==> config.mk <==
export PLATFORM = sky130hd
export DESIGN_NAME = boot_loader
export DESIGN_NICKNAME = d
export VERILOG_FILES = /design/src/rtl/boot_loader.sv
export SDC_FILE = /design/constraint.sdc
export NUM_CORES = 1
export LEC_CHECK = 0
export CAP_MARGIN = 0
export CORE_MARGIN = 8
export CORE_UTILIZATION = 40
export DETAILED_ROUTE_END_ITERATION = 7
export HOLD_SLACK_MARGIN = 0.02
export PLACE_DENSITY = 0.7
export SYNTH_ARGS = -nofsm -noshare
export SYNTH_HDL_FRONTEND = slang
export SYNTH_SLANG_ARGS = --single-unit
==> constraint.sdc <==
create_clock -name clk -period 2.5 [get_ports clk]
set_clock_uncertainty 0.2 [all_clocks]
set_input_delay 0.5 -clock clk [delete_from_list [all_inputs] [get_ports clk]]
set_output_delay 0.5 -clock clk [all_outputs]
set_load 0.1 [all_outputs]
==> src/rtl/boot_loader.sv <==
// rtl/boot_loader.sv - framed byte-stream image loader that fills instruction memory and releases the CPU
module boot_loader #(
    parameter int          MAX_WORDS = 256,
    parameter logic [7:0]  SYNC_BYTE = 8'hA5,
    parameter int          TIMEOUT   = 1023
) (
    input  logic        clk,
    input  logic        rst,
    input  logic        start,
    input  logic [7:0]  rx_data,
    input  logic        rx_valid,
    output logic        rx_ready,
    output logic        imem_wen,
    output logic [15:0] imem_addr,
    output logic [15:0] imem_data,
    output logic        cpu_run,
    output logic        busy,
    output logic        err,
    output logic [1:0]  err_code,
    output logic [15:0] words_loaded
);

    typedef enum logic [2:0] {
        S_SYNC    = 3'd0,
        S_LEN_HI  = 3'd1,
        S_LEN_LO  = 3'd2,
        S_DATA_HI = 3'd3,
        S_DATA_LO = 3'd4,
        S_CSUM    = 3'd5,
        S_DONE    = 3'd6,
        S_ERROR   = 3'd7
    } state_t;

    localparam logic [16:0] MAX_W = 17'(MAX_WORDS);
    localparam logic [15:0] TO_W  = 16'(TIMEOUT);

    state_t      state_q, state_d;
    logic [7:0]  len_hi_q, len_hi_d;
    logic [15:0] len_q, len_d;
    logic [7:0]  data_hi_q, data_hi_d;
    logic [7:0]  csum_q, csum_d;
    logic [15:0] idle_q, idle_d;
    logic [15:0] words_q, words_d;
    logic        rx_ready_q, rx_ready_d;
    logic        wen_q, wen_d;
    logic [15:0] addr_q, addr_d;
    logic [15:0] data_q, data_d;
    logic        run_q, run_d;
    logic        busy_q, busy_d;
    logic        err_q, err_d;
    logic [1:0]  code_q, code_d;

    logic        acc;
    logic        timed;
    logic [15:0] len_w;

    assign acc   = rx_valid & rx_ready_q;
    assign timed = state_q inside {S_LEN_HI, S_LEN_LO, S_DATA_HI, S_DATA_LO, S_CSUM};
    assign len_w = {len_hi_q, rx_data};

    // Frame parser: next state, checksum, word assembly and next values of every registered output
    always_comb begin
        state_d   = state_q;
        len_hi_d  = len_hi_q;
        len_d     = len_q;
        data_hi_d = data_hi_q;
        csum_d    = csum_q;
        words_d   = words_q;
        wen_d     = 1'b0;
        addr_d    = addr_q;
        data_d    = data_q;
        code_d    = code_q;
        idle_d    = '0;

        case (state_q)
            S_SYNC: begin
                if (acc && rx_data == SYNC_BYTE) begin
                    state_d = S_LEN_HI;
                    csum_d  = '0;
                    words_d = '0;
                end
            end
            S_LEN_HI: begin
                if (acc) begin
                    len_hi_d = rx_data;
                    csum_d   = csum_q + rx_data;
                    state_d  = S_LEN_LO;
                end
            end
            S_LEN_LO: begin
                if (acc) begin
                    len_d  = len_w;
                    csum_d = csum_q + rx_data;
                    if ({1'b0, len_w} > MAX_W) begin
                        state_d = S_ERROR;
                        code_d  = 2'b01;
                    end else if (len_w == 16'd0) begin
                        state_d = S_CSUM;
                    end else begin
                        state_d = S_DATA_HI;
                    end
                end
            end
            S_DATA_HI: begin
                if (acc) begin
                    data_hi_d = rx_data;
                    csum_d    = csum_q + rx_data;
                    state_d   = S_DATA_LO;
                end
            end
            S_DATA_LO: begin
                if (acc) begin
                    wen_d   = 1'b1;
                    data_d  = {data_hi_q, rx_data};
                    addr_d  = {words_q[14:0], 1'b0};
                    words_d = words_q + 16'd1;
                    csum_d  = csum_q + rx_data;
                    state_d = (words_q + 16'd1 == len_q) ? S_CSUM : S_DATA_HI;
                end
            end
            S_CSUM: begin
                if (acc) begin
                    if (rx_data == csum_q) begin
                        state_d = S_DONE;
                    end else begin
                        state_d = S_ERROR;
                        code_d  = 2'b10;
                    end
                end
            end
            S_DONE: begin
                if (start) begin
                    state_d = S_SYNC;
                    words_d = '0;
                    csum_d  = '0;
                end
            end
            S_ERROR: begin
                if (start) begin
                    state_d = S_SYNC;
                    code_d  = 2'b00;
                    words_d = '0;
                    csum_d  = '0;
                end
            end
            default: state_d = S_SYNC;
        endcase

        // A byte arriving on the expiry cycle takes priority over the timeout
        if (timed && !acc && idle_q == TO_W) begin
            state_d = S_ERROR;
            code_d  = 2'b11;
        end

        if (timed && !acc && state_d == state_q) begin
            idle_d = idle_q + 16'd1;
        end

        rx_ready_d = (state_d != S_DONE) && (state_d != S_ERROR);
        busy_d     = state_d inside {S_LEN_HI, S_LEN_LO, S_DATA_HI, S_DATA_LO, S_CSUM};
        err_d      = (state_d == S_ERROR);
        run_d      = (state_d == S_DONE);
    end

    // State and output registers; asynchronous reset parks the loader in SYNC with everything low
    always_ff @(posedge clk or negedge rst) begin
        if (!rst) begin
            state_q    <= S_SYNC;
            len_hi_q   <= '0;
            len_q      <= '0;
            data_hi_q  <= '0;
            csum_q     <= '0;
            idle_q     <= '0;
            words_q    <= '0;
            rx_ready_q <= 1'b0;
            wen_q      <= 1'b0;
            addr_q     <= '0;
            data_q     <= '0;
            run_q      <= 1'b0;
            busy_q     <= 1'b0;
            err_q      <= 1'b0;
            code_q     <= '0;
        end else begin
            state_q    <= state_d;
            len_hi_q   <= len_hi_d;
            len_q      <= len_d;
            data_hi_q  <= data_hi_d;
            csum_q     <= csum_d;
            idle_q     <= idle_d;
            words_q    <= words_d;
            rx_ready_q <= rx_ready_d;
            wen_q      <= wen_d;
            addr_q     <= addr_d;
            data_q     <= data_d;
            run_q      <= run_d;
            busy_q     <= busy_d;
            err_q      <= err_d;
            code_q     <= code_d;
        end
    end

    assign rx_ready     = rx_ready_q;
    assign imem_wen     = wen_q;
    assign imem_addr    = addr_q;
    assign imem_data    = data_q;
    assign cpu_run      = run_q;
    assign busy         = busy_q;
    assign err          = err_q;
    assign err_code     = code_q;
    assign words_loaded = words_q;

endmodule
==> flow_summary.json, run 1 <==
{
  "core_um2": 13880,
  "drt-wirelength-per-cell_um": 16.59,
  "layout.nets": 718,
  "ys_warn_count": 0,
  "reg2reg_depth": 8,
  "period_minus_slack_ps": 2456,
  "cts-root-buf": "clkbuf_16",
  "reg2reg_to": "csum_q[7]",
  "use_met3_pct": 4.643,
  "crit_arrival_ps": 2560,
  "die-area_um2": 18210,
  "grt_pass1_vias": 5000,
  "ys.flop_type": "dfrtp_1",
  "rsz0062_at_grt": "true",
  "cts_tree": "yes",
  "grt_usage_pct": 17.01,
  "cap_violations": 0,
  "cp-startpoint": "rx_data[5]",
  "synth_cells": 568,
  "fin_setup_tns_ps": 0,
  "dieHeight_um": 135.0,
  "power_leakage_nw": 3.516,
  "setup_viol": 0,
  "path_class": "input pin to flip-flop",
  "cts_buffer_depth": 2,
  "antenna_found_initial": 0,
  "critPathCaptureType": "flip-flop",
  "antenna_cells": 0,
  "top_usage_layer": "met2",
  "grt_overflow": 0,
  "clk_pin_slew_ps": 60,
  "avgSynthCellArea_um2": 9.966,
  "drt_wl_total_um": 14750,
  "relSlewSlack_pct": 64.93,
  "via_per_inst": 5.307,
  "ir_drop_mv": 1.134,
  "post-dp-hpwl_um": 10580,
  "drv_slew": 0,
  "outcome": "complete, no violations",
  "grt_util_met2_pct": 27.51,
  "synth.cell_area_um2": 5660,
  "synth_sequential_area_ratio_pct": 49.96,
  "drtPass1Iterations": 5,
  "timing_hold_violations_final": 0,
  "synth_fp_nets": 590,
  "fmax_mhz": 407.2,
  "area_growth_pct": 33.42,
  "r2r_slack_ps": 50,
  "ys_ff_latch": 113,
  "worst_pin_slew_ps": 526.0,
  "cp_cell_sequence": "clkdlybuf4s50_1 -> ha_1 -> or2_2 -> a21oi_1 -> o21bai_1 -> and3b_1 -> a311o_1",
  "grt_use_met1_pct": 20.75,
  "crit_path_max_fanout": 4,
  "die_x_um": 135.0,
  "cts_made_buffers": 17,
  "drt-initial-drc-count": 300,
  "pin_count": 67,
  "layout_commonest_cell": "nand2_1",
  "synth_edf_count": 0,
  "drc": 0,
  "via_count": 4718,
  "crit_slowest_cell": "clkdlybuf4s50_1",
  "place_congestion": 0.8680,
  "layout-drive-gt1-share_pct": 33.15,
  "reg2reg_from": "csum_q[1]",
  "ys_types": 60,
  "power_per_cell_area_nw_per_um2": 1246,
  "clock-sinks": 113,
  "antenna_left": 0,
  "grt_start_max_net_pins": 39,
  "finalCritPeriodShare_pct": 98.23,
  "start_kind": "input pin",
  "endpoint": "csum_q[7]",
  "htreeDepth": 4,
  "critPathRequiredTime_ps": 2600,
  "initial_core_util_pct": 40.78,
  "whs_ps": 267.3,
  "place.port_buffers": 65,
  "hold_path_class": "input pin to flip-flop",
  "synth-async-reset-ratio_pct": 100.0,
  "crit_path_max_incr_delay_ps": 530,
  "final_cell_mix": "nand2_1 (124), buf_4 (117), dfrtp_1 (99), nor2_1 (41), mux2_2 (32)",
  "row_count": 43,
  "worstSkewPairLatency_ps": 420,
  "grt_first_pass_wirelength_um": 24740
}
Yosys cell counts (9+ instances only):
cell type / n / area, µm²
nand3_1: 16 / 80.08
o21ai_1: 11 / 55.05
mux2_2: 32 / 360.4
xnor2_1: 24 / 210.2
dfrtp_1: 113 / 2828
a21oi_1: 10 / 50.05
xor2_1: 17 / 148.9
o21ai_0: 27 / 135.1
clkbuf_1: 13 / 48.80
nand2_1: 125 / 469.2
ha_1: 9 / 112.6
nor2_1: 42 / 157.7
stage by stage:
stage | setup slack [ps] | instances | power, mW | utilization [%] | area [µm²]
global placement | -514.6 | 849 | 6.724 | 49.09 | 6814
detailed placement | -594.0 | 849 | 6.849 | 49.09 | 6814
finish | 44.29 | 889 | 9.412 | 54.41 | 7552
floorplan | -114.8 | 568 | 5.675 | - | 5682
global route | -94.58 | 889 | 9.925 | 54.41 | 7552
CTS | -2.229 | 888 | 9.405 | 53.96 | 7490
routing by layer:
layer  vias up  share of wire [%]
met5         -                  0
met4         0                2.5
met3        30                6.1
li1       2236                  -
met1      2302                 44
met2       150                 48
worst min path at each step:
stage | from | end | slack, ps | depth (start not counted)
floorplan | rst | busy | 4 | 0
detailed placement | data_hi_q[3] | imem_data[11] | 260 | 2
global placement | data_hi_q[2] | imem_data[10] | 250 | 2
global route | rx_data[0] | imem_data[0] | 280 | 3
finish | rx_data[0] | imem_data[0] | 270 | 3
CTS | rx_data[0] | imem_data[0] | 260 | 3
report_power, final:
part / internal [mW] / switching [mW] / leakage (nW)
logic: 1.51 / 2.67 / 1.78
clock network: 1.49 / 0.951 / 0.292
registers: 2.38 / 0.401 / 1.45
total: 5.39 / 4.03 / 3.52
worst max-delay path, delay by kind of cell:
family	cells	cell delay, ps
AO/OA/AOI/OAI	3	650
adder cells (fa/ha/maj)	1	400
buffers and inverters	1	530
AND/OR/NAND/NOR	2	470
area by class of cell:
type	instances	area, µm²
well taps	180	225.2
clock inverters	15	171.4
inverters	6	22.52
multi-input cells	426	2791
fillers	1222	6329
flip-flops and latches	113	2850
clock buffers	17	425.4
repair buffers	132	1066
state kept, by name, indices dropped and copies added, names as in the netlist:
name,cells
busy,1
cpu_run,1
csum_q,8
data_hi_q,8
err,1
err_code,2
idle_q,16
imem_addr,15
imem_data,16
imem_wen,1
len_hi_q,8
len_q,16
rx_ready,1
state_q,3
words_loaded,16
cells by family after synthesis:
kind of cell    after synthesis  synth area share [%]
mux                          33                 6.543
fa+ha+maj                    10                 2.343
buf+inv                      29                 2.233
xor+xnor                     42                 6.742
other cells                   1               0.06625
compound gates               88                 10.08
flops                       113                 49.96
simple gates                252                 22.04
timing repair:
item,in CTS,in global routing
pin swaps,7,4
resized for setup,10,9
buffers inserted,6,1
hold buffers,1,0
hold endpoints to repair,35,0
endpoints found under the setup margin,6,5
Power figures use the tool's default switching activity.
==> run 2, diff against run 1 <==
Settings changed: DONT_BUFFER_PORTS from default to 1, PLACE_DENSITY 0.7 to 0.63.
==> run 2 against run 1 <==
The flow now finishes with violations (negative hold slack). Power down 3.3%. Clock power is 2% higher. Largest cell class unchanged. Worst hold slack got worse by 690 ps. Die area unchanged. Flip-flop and latch count unchanged. Highest routed layer unchanged. Critical path type is now flip-flop to flip-flop. Largest power group unchanged. Global-route usage fell by 0.63 points. Cell area decreased by 5.3%.
==> flow_summary.json, run 2 (same netlist as run 1, synthesis figures left out) <==
{
  "layout_commonest_cell": "nand2_1",
  "htreeDepth": 4,
  "p_int_mw": 5.303,
  "grt_overflow": 0,
  "drtPass1Iterations": 5,
  "hold_path_class": "input pin to async pin",
  "n_fill_cell": 1272,
  "worstSkewPairLatency_ps": 410,
  "dp_cells": 805,
  "ir_drop_mv": 0.7428,
  "power_leakage_nw": 3.280,
  "cts_made_buffers": 17,
  "path_class": "flip-flop to flip-flop",
  "initial_core_util_pct": 40.78,
  "antenna_found_initial": 0,
  "clk_pin_slew_ps": 60,
  "crit_arrival_ps": 2480,
  "drc": 0,
  "finish.utilization_pct": 51.51,
  "setup_viol": 0,
  "cts_buffer_depth": 2,
  "switchingPower_mw": 3.799,
  "row_count": 43,
  "fin_setup_tns_ps": 0,
  "area_growth_pct": 26.33,
  "relSlewSlack_pct": 62.25,
  "drt-initial-drc-count": 244,
  "antenna_cells": 0,
  "postCtsHoldBufs": 8,
  "drt-wirelength-per-cell_um": 16.62,
  "setup_slack_ps": 115.8,
  "clkPwrFrac_pct": 27.2,
  "worst_pin_slew_ps": 564.9,
  "drv_slew": 0,
  "final_cell_mix": "nand2_1 (125), dfrtp_1 (99), buf_4 (81), nor2_1 (42), mux2_2 (32)",
  "multi_input_area_um2": 2751,
  "core_um2": 13880,
  "period_minus_slack_ps": 2384,
  "violations": "negative hold slack",
  "instances_no_fill": 846,
  "outcome": "finished with violations",
  "grt_pass1_vias": 4651,
  "crit_path_max_fanout": 3,
  "via_count": 4491,
  "ff_latch_area_um2": 2850,
  "fmax_mhz": 419.4,
  "critPathCaptureType": "flip-flop",
  "cap_violations": 0,
  "post-dp-hpwl_um": 9850,
  "grt_start_max_net_pins": 114,
  "comb_power_share_pct": 42.7,
  "place_congestion": 0.8535,
  "layout-drive-gt1-share_pct": 27.78,
  "die-area_um2": 18210,
  "antenna_left": 0,
  "die_x_um": 135.0,
  "pin_count": 67,
  "critPathRequiredTime_ps": 2600,
  "timing_hold_violations_final": 113,
  "via_per_inst": 5.309,
  "place.port_buffers": 0,
  "cts-root-buf": "clkbuf_16",
  "cts_tree": "yes",
  "dieHeight_um": 135.0,
  "grt_usage_pct": 16.37,
  "clock-sinks": 113,
  "start_kind": "flip-flop",
  "drt_wl_total_um": 14060,
  "seqPwrFrac_pct": 30.0,
  "power_per_cell_area_nw_per_um2": 1273,
  "whs_ps": -420.1,
  "p_sw_share_pct": 41.74,
  "post-place-ws_ps": -98.09,
  "grt_first_pass_wirelength_um": 24000,
  "finalCritPeriodShare_pct": 95.37,
  "layout.nets": 675
}
run 2: path summary, 6_finish.rpt:
path	to	cells past startpoint	slack, ps	startpoint
max	csum_q[7]	8	120	csum_q[1]
min	err_code[0]	0	-420	rst
max reg2reg	csum_q[7]	8	120	csum_q[1]
min reg2reg	imem_data[11]	2	270	data_hi_q[3]
max in group asynchronous	words_loaded[8]	0	2300	rst
min in group clk	data_hi_q[4]	1	40	rx_data[4]
run 2: worst max-delay path: stages, from the launching register on:
cell and delay, ps:
dfrtp_2 430, ha_4 220, a21o_1 190, a21oi_2 160
o21bai_1 130, a2111oi_4 340, o21bai_1 120, and3b_1 170
a311o_1 300
run 2: layout make-up:
cell class              instances  share of cell area [%]
multi-input cells             426                   38.48
flip-flops and latches        113                   39.86
repair buffers                 89                   9.624
inverters                       6                  0.3150
clock buffers                  19                   6.334
well taps                     180                   3.150
clock inverters                13                   2.240
run 2: power groups by stage:
stage | Sequential (mW) | Clock [mW] | Combinational, mW
final | 2.73 | 2.48 | 3.89
after global routing | 2.80 | 2.61 | 4.19
after CTS | 2.73 | 2.53 | 3.87
after global placement | 2.74 | 0 | 3.77
after floorplan | 3.95 | 0 | 1.73
after detailed placement | 2.76 | 0 | 3.84
run 2: per-layer routing:
metal / GRT usage (%) / up-vias / wire length, µm
met3: 5.238 / 6 / 819
met2: 26.65 / 96 / 7011
li1: - / 2138 / -
met1: 20.21 / 2251 / 6148
met4: 5.120 / 0 / 83
met5: 0 / - / 0
run 2: what timing repair did:
item | CTS | global route
gates cloned | 0 | 0
pin swaps | 2 | 1
buffers inserted | 1 | 0
hold endpoints to repair | 121 | 113
endpoints found under the setup margin | 1 | 2
resized for setup | 1 | 4
run 2: through the flow:
stage / total power, mW / instance area [µm²]
CTS: 9.135 / 7122
global placement: 6.502 / 6409
detailed placement: 6.597 / 6409
finish: 9.102 / 7151
global route: 9.603 / 7151
floorplan: 5.675 / 5682
